## config.mk

```make
export PLATFORM = sky130hd
export DESIGN_NAME = filter_ctrl_fsm
export DESIGN_NICKNAME = d
export VERILOG_FILES = /design/src/rtl/filter_ctrl_fsm.sv
export SDC_FILE = /design/constraint.sdc
export NUM_CORES = 1
export LEC_CHECK = 0
export CORE_UTILIZATION = 55
export CTS_CLUSTER_DIAMETER = 100
export DETAILED_ROUTE_END_ITERATION = 10
export PLACE_DENSITY = 0.73
export REMOVE_ABC_BUFFERS = 1
export SYNTH_ARGS = -nofsm -noshare
export SYNTH_HDL_FRONTEND = slang
export SYNTH_SLANG_ARGS = --single-unit
```

## constraint.sdc

```tcl
create_clock -name clk -period 5.8 [get_ports clk]
set_input_delay 1.16 -clock clk [delete_from_list [all_inputs] [get_ports clk]]
set_output_delay 1.16 -clock clk [all_outputs]
set_load 0.02 [all_outputs]
```

## src/rtl/filter_ctrl_fsm.sv

```systemverilog
// Filter pump controller: fills with pump A, then drains with pump B at a low
// and then a high duty, with slew-limited duty ramping, a drain watchdog, a
// refill limit and a latched FAULT state that needs an explicit clear.
module filter_ctrl_fsm #(
  parameter int              STATUS_W             = 4,
  parameter int              PWM_W                = 8,
  parameter int              PWM_MAX              = 230,
  parameter int              PWM_MIN              = 77,
  parameter longint unsigned FILL_CYCLES          = 64'd6_000_000_000,
  parameter longint unsigned MIN_CYCLES           = 64'd250_000_000,
  parameter longint unsigned DRAIN_TIMEOUT_CYCLES = 64'd1_500_000_000,
  parameter int              MAX_REFILLS          = 3,
  parameter int              RAMP_STEP            = 8,
  parameter int              RAMP_DIV             = 50_000
) (
  input  logic                               clk,
  input  logic                               reset,
  input  logic                               enable,
  input  logic [STATUS_W-1:0]                status_data,
  input  logic                               is_empty,
  input  logic                               fault_clear,
  output logic [PWM_W-1:0]                   pwm_duty_a,
  output logic [PWM_W-1:0]                   pwm_duty_b,
  output logic [2:0]                         state_o,
  output logic                               fault,
  output logic [$clog2(MAX_REFILLS+1)-1:0]   refill_count
);

  localparam int RCW = $clog2(MAX_REFILLS + 1);
  localparam int FTW = $clog2(FILL_CYCLES + 1);
  localparam int MTW = $clog2(MIN_CYCLES + 1);
  localparam int WTW = $clog2(DRAIN_TIMEOUT_CYCLES + 1);
  localparam int RDW = (RAMP_DIV > 1) ? $clog2(RAMP_DIV) : 1;

  // "LAST" values: the timer holds this during the final cycle of a dwell.
  localparam logic [FTW-1:0]   FILL_LAST = FTW'(FILL_CYCLES - 1);
  localparam logic [FTW-1:0]   FILL_TOP  = FTW'(FILL_CYCLES);
  localparam logic [MTW-1:0]   MIN_LAST  = MTW'(MIN_CYCLES - 1);
  localparam logic [MTW-1:0]   MIN_TOP   = MTW'(MIN_CYCLES);
  localparam logic [WTW-1:0]   WD_LAST   = WTW'(DRAIN_TIMEOUT_CYCLES - 1);
  localparam logic [WTW-1:0]   WD_TOP    = WTW'(DRAIN_TIMEOUT_CYCLES);
  localparam logic [RDW-1:0]   DIV_LAST  = RDW'(RAMP_DIV - 1);
  localparam logic [RCW-1:0]   REF_LIMIT = RCW'(MAX_REFILLS);
  localparam logic [PWM_W-1:0] DUTY_HI   = PWM_W'(PWM_MAX);
  localparam logic [PWM_W-1:0] DUTY_LO   = PWM_W'(PWM_MIN);

  typedef enum logic [2:0] {
    STOP         = 3'd0,
    FILLING      = 3'd1,
    DRAINING_MIN = 3'd2,
    DRAINING_MAX = 3'd3,
    STOPPING     = 3'd4,
    FAULT        = 3'd5
  } state_t;

  state_t           state, nxt;
  logic             refill_inc;
  logic [FTW-1:0]   fill_tmr;
  logic [MTW-1:0]   min_tmr;
  logic [WTW-1:0]   wd_tmr;
  logic [RDW-1:0]   tick_cnt;
  logic [PWM_W-1:0] tgt_a, tgt_b;

  wire critical = |status_data;
  wire in_drain = (state == DRAINING_MIN) || (state == DRAINING_MAX) ||
                  (state == STOPPING);
  wire wd_run   = in_drain && !is_empty;
  wire wd_hit   = wd_run && (wd_tmr >= WD_LAST);
  wire fill_done = (fill_tmr >= FILL_LAST);
  wire min_done  = (min_tmr >= MIN_LAST);
  wire ref_full  = (refill_count == REF_LIMIT);
  wire tick      = (tick_cnt == '0);

  // Step a duty toward its target by RAMP_STEP without overshooting.
  function automatic logic [PWM_W-1:0] ramp_toward(input logic [PWM_W-1:0] cur,
                                                   input logic [PWM_W-1:0] tgt);
    int c, t;
    c = int'(cur);
    t = int'(tgt);
    if (c < t)      c = ((t - c) > RAMP_STEP) ? c + RAMP_STEP : t;
    else if (c > t) c = ((c - t) > RAMP_STEP) ? c - RAMP_STEP : t;
    return PWM_W'(c);
  endfunction

  // Next-state decision in per-state priority order.
  always_comb begin
    nxt        = state;
    refill_inc = 1'b0;
    case (state)
      STOP:     if (enable && critical) nxt = FILLING;
      FILLING: begin
        if (!enable)        nxt = STOPPING;
        else if (fill_done) nxt = DRAINING_MIN;
      end
      DRAINING_MIN, DRAINING_MAX: begin
        if (wd_hit)                    nxt = FAULT;
        else if (!enable || !critical) nxt = STOPPING;
        else if (is_empty) begin
          if (ref_full) nxt = FAULT;
          else begin
            nxt        = FILLING;
            refill_inc = 1'b1;
          end
        end
        else if ((state == DRAINING_MIN) && min_done) nxt = DRAINING_MAX;
      end
      STOPPING: begin
        if (wd_hit)        nxt = FAULT;
        else if (is_empty) nxt = STOP;
      end
      FAULT:    if (fault_clear) nxt = STOP;
      default:  nxt = STOP;
    endcase
  end

  // State register with registered fault flag and refill counter.
  always_ff @(posedge clk or posedge reset) begin
    if (reset) begin
      state        <= STOP;
      fault        <= 1'b0;
      refill_count <= '0;
    end else begin
      state <= nxt;
      fault <= (nxt == FAULT);
      if (nxt == STOP)     refill_count <= '0;
      else if (refill_inc) refill_count <= refill_count + 1'b1;
    end
  end

  assign state_o = state;

  // Dwell timers and drain watchdog; each saturates instead of wrapping.
  always_ff @(posedge clk or posedge reset) begin
    if (reset) begin
      fill_tmr <= '0;
      min_tmr  <= '0;
      wd_tmr   <= '0;
    end else begin
      if (state != FILLING)       fill_tmr <= '0;
      else if (fill_tmr != FILL_TOP) fill_tmr <= fill_tmr + 1'b1;
      if (state != DRAINING_MIN)  min_tmr <= '0;
      else if (min_tmr != MIN_TOP)   min_tmr <= min_tmr + 1'b1;
      if (!wd_run)                wd_tmr <= '0;
      else if (wd_tmr != WD_TOP)     wd_tmr <= wd_tmr + 1'b1;
    end
  end

  // Free-running ramp tick divider.
  always_ff @(posedge clk or posedge reset) begin
    if (reset)                    tick_cnt <= '0;
    else if (tick_cnt == DIV_LAST) tick_cnt <= '0;
    else                          tick_cnt <= tick_cnt + 1'b1;
  end

  // Duty targets decoded from the current state.
  always_comb begin
    tgt_a = '0;
    tgt_b = '0;
    case (state)
      FILLING:                tgt_a = DUTY_HI;
      DRAINING_MIN:           tgt_b = DUTY_LO;
      DRAINING_MAX, STOPPING: tgt_b = DUTY_HI;
      default: ;
    endcase
  end

  // Duty registers: FAULT zeroes them immediately, otherwise ramp on ticks.
  always_ff @(posedge clk or posedge reset) begin
    if (reset) begin
      pwm_duty_a <= '0;
      pwm_duty_b <= '0;
    end else if (state == FAULT) begin
      pwm_duty_a <= '0;
      pwm_duty_b <= '0;
    end else if (RAMP_STEP == 0) begin
      pwm_duty_a <= tgt_a;
      pwm_duty_b <= tgt_b;
    end else if (tick) begin
      pwm_duty_a <= ramp_toward(pwm_duty_a, tgt_a);
      pwm_duty_b <= ramp_toward(pwm_duty_b, tgt_b);
    end
  end

endmodule

```

==> results list <==
- Commonest cells after routing, fill and taps aside: 147 x nor2_1, 128 x dfrtp_1, 71 x nand2_1, 62 x nand3_1, 60 x xor2_1
- Post-CTS setup buffer count: 0
* Class of the most critical setup path: flop to flop
- The worst path uses 75.6% of the clock period.
- Share of synthesized registers carrying an async set or reset: 100%
- Hold Crit Class: flop to flop
* CP max-delay cell: or3_1
* Flop and latch count out of synthesis: 128
- For this run, the leading register cell type out of synthesis is dfrtp_1.
- Across every metal layer, demand over resource in global routing totals 24.2%.
* Setup TNS: 0 ns
- Htree depth: 4
- Setup violations remaining at the end of the flow were counted as 0.
* Average footprint of a synthesized cell: between 8 and 9 µm²
- Pwr Density: 416 nW/µm²
- Number of enable-type register cells in the synthesized netlist: 0
* Number of cells on the worst reg-to-reg path: 10
* Number of vias per cell after detailed routing: roughly 5.7
* Max-slew headroom at the worst pin: 25.5%
* Data arrival time at the worst-slack endpoint: 4.71 ns
* Clk Tree Root Cell: clkbuf_16
* Filler-free cell count of the finished design: 1138
- Share of the synthesized area in compound gates (AO/OA/AOI/OAI): 11.7%
- Setup skew after layout: 0.00638 ns
* Antenna Violating Nets Remaining: 0
- In the final layout, the share of cells above drive strength 1 is 6.26%.
* Sequential cell area fraction in the yosys report: between 30% and 40%
- STA classifies the critical path startpoint as a flop.
- Starting utilization of the core area: 57.3%
- Wirelength per Cell: around 15 µm
* Longest individual stage delay on the worst path: 0.88 ns
- The synthesized netlist occupies a cell area of 8100 µm².
* Overall via count from detail_route: about 6.5k
- Once layout is done, the placed cells without fillers occupy 9130 µm².
- Post_cts resized: 0
* Simple-gate portion of the synthesized area: 26.1%
- Number of global-route vias before repair: 6121
* Worst Max-Slew Pin Slew: 1.12 ns
* Xor and xnor fraction of the mapped netlist area: 11.3%
- Area overhead of the layout relative to synthesis: 12.7%
* Wire length of the first global-routing pass: 28800 µm
- Clock buffer depth: 2
- The number of placed instances, taps included, is 1106.
- During I/O placement, the number of pins put on the boundary was 31.
- Worst endpoint required time: 6.13 ns
* Total power: 3800 µW
* Count of buffers inserted at the top-level ports: 29
- In this run, the number of DRC markers left after iteration 0 of detailed routing was 531.
- The final count of pins violating max slew is 0.
- Initial antenna violation count: 0
* CTS tree: yes
- Counting stages on the worst path, the most repeated cell is inv_1.
* Leftover overflow at the end of global routing: 0
- Of the total synthesized cell area, the portion taken by full adders, half adders and majority gates is 5.81%.
- Number of remaining DRC errors: 0
- Half-perimeter wire length after placement: roughly 12000 µm
* Nature of the critical path endpoint: flop
- Total Routed Length: 17100 µm
- The flow ran to the end, and the final reports show no timing, DRC or antenna violations.
- CTS hold repair buffers: 0
- The floorplan step set the die height to about 120 µm.
- Synthesis handed over a netlist of 930 instances.
* Top achievable clock speed: 228 MHz
- Leakage power total: between 0.003 and 0.004 µW
- The number of antenna diodes in the final layout is 0.
- In this run, CTS created clock tree buffers numbering 17.
- The hold violation total from the final report is 0.
* Maximum VDD drop: 0.237 mV
- Share of cell area taken by muxes after synthesis: 1.27%
- After synthesis, the largest family of logic cells by area is simple AND/OR/NAND/NOR gates.
* Register clock-pin slew on the reported worst setup and hold paths: roughly 0.06 ns
- From left edge to right edge, the die measures 123 µm.
- CTS saw 128 sinks.
- Of all nets on the critical path, the largest fanout is 32.
* Insertion delay to the later sink of the worst-skew pair: 0.42 ns
- Cells along the critical path: inv_1 -> or3_1 -> inv_1 -> ha_1 -> nand4_1 -> o221ai_1 -> a21oi_1 -> nor2_1 -> o21ai_0 -> a311oi_1
* Post-Place Cell Area: 8480 µm²
* Final worst path period need: about 4.4 ns
* # fillers: roughly 1.2k
* Largest net degree at the start of global routing: 53
- Number of unique standard cell types used by synthesis: 72
* Most common cell after layout, fill and taps aside: nor2_1
- Post-layout nets: between 900 and 1k
* CORE AREA: around 14000 µm²
- Number of iterations in the first detailed-routing pass: 5
- Number of maximum-capacitance violations: 0
* Row cnt: 43
* Die area: 15200 µm²
- Yosys printed 0 warnings.
- Gpl congestion: 0.895
- Min-Delay Path Depth: 1
* Setup repair after global routing missed its margin: no
==> registers in the layout (all words and copies together), names as in the netlist <==
name,count
fault,1
wd_tmr,31
refill_count,2
state_o,3
pwm_duty_b,8
fill_tmr,33
min_tmr,28
tick_cnt,16
pwm_duty_a,6
==> power breakdown <==
part	total [µW]	switching, µW	internal (µW)	leakage [µW]
sequential	1060	113	946	0.00175
combinational	1580	924	654	0.00173
clock	1160	401	757	0.000307
total	3800	1440	2360	0.00378
==> routing by layer <==
metal / GRT usage, % / vias to the layer above / wire [µm]
li1: - / 3264 / -
met1: 32.5 / 3102 / 8010
met2: 39.0 / 143 / 8190
met3: 5.44 / 24 / 651
met4: 7.08 / 0 / 277
met5: 0 / - / 0
==> cell usage after synthesis, types with 5 or more instances <==
cell	instances	share of area [%]
dfrtp_1	128	40
xnor2_1	45	4.9
a21oi_1	44	2.7
nor2_1	147	6.8
nor4_1	10	0.77
or4_1	7	0.65
inv_1	45	2.1
a31oi_1	5	0.39
or3_1	12	0.93
o21ai_0	27	1.7
nor2b_1	8	0.62
mux2i_1	8	0.99
and4_1	6	0.65
o21a_1	7	0.65
xor2_1	60	6.5
a211oi_1	5	0.46
a21o_1	8	0.74
nand2_1	71	3.3
o221ai_1	6	0.65
ha_1	36	5.6
nand4_1	19	1.5
and3_1	27	2.1
or2_2	6	0.46
nor3_1	25	1.5
nand3_1	62	3.8
clkbuf_1	27	1.3
==> metrics by stage <==
step                      hold WS [ns]  utilization, %  setup WS [ns]
after floorplan                  0.459               -           1.23
after global placement           0.486            60.0           1.62
after detailed placement         0.489            60.0           1.51
after CTS                        0.503            64.5           1.50
after global routing             0.525            64.5          0.968
final                            0.505            64.5           1.42
==> path summary, 6_finish.rpt <==
| kind | from | slack [ns] | endpoint |
|---|---|---|---|
| worst max-delay path | state_o[1] | 1.42 | pwm_duty_b[5] |
| worst min-delay path | tick_cnt[10] | 0.50 | tick_cnt[10] |
| worst max register to register | state_o[1] | 1.42 | pwm_duty_b[5] |
| worst min register to register | tick_cnt[10] | 0.50 | tick_cnt[10] |
| max in group asynchronous | reset | 3.59 | min_tmr[15] |
| min in group asynchronous | reset | 1.17 | fill_tmr[20] |
==> worst max-delay path, delay by kind of cell, from the launching register on <==
kind | cells | cell delay, ns
compound gates | 4 | 1.04
fa+ha+maj | 1 | 0.55
buf+inv | 2 | 0.40
flops | 1 | 0.45
simple gates | 3 | 1.83
==> cell type report <==
class | instances | area (µm²) | area share (%)
inverters | 45 | 171 | 1.88
repair buffers | 33 | 320 | 3.51
well taps | 180 | 225 | 2.47
flip-flops and latches | 128 | 3200 | 35.1
clock inverters | 11 | 178 | 1.95
clock buffers | 21 | 470 | 5.15
multi-input cells | 720 | 4560 | 50.0
==> kinds of logic (layout without fill, tap and decap cells) <==
family	count (synthesis)	after routing
multiplexers	10	10
flip-flops	128	128
adder cells (fa/ha/maj)	37	37
AO/OA/AOI/OAI	139	139
AND/OR/NAND/NOR	428	428
XOR/XNOR	105	105
other	1	1
buffers and inverters	82	110
(Power assumes the default switching activity.)
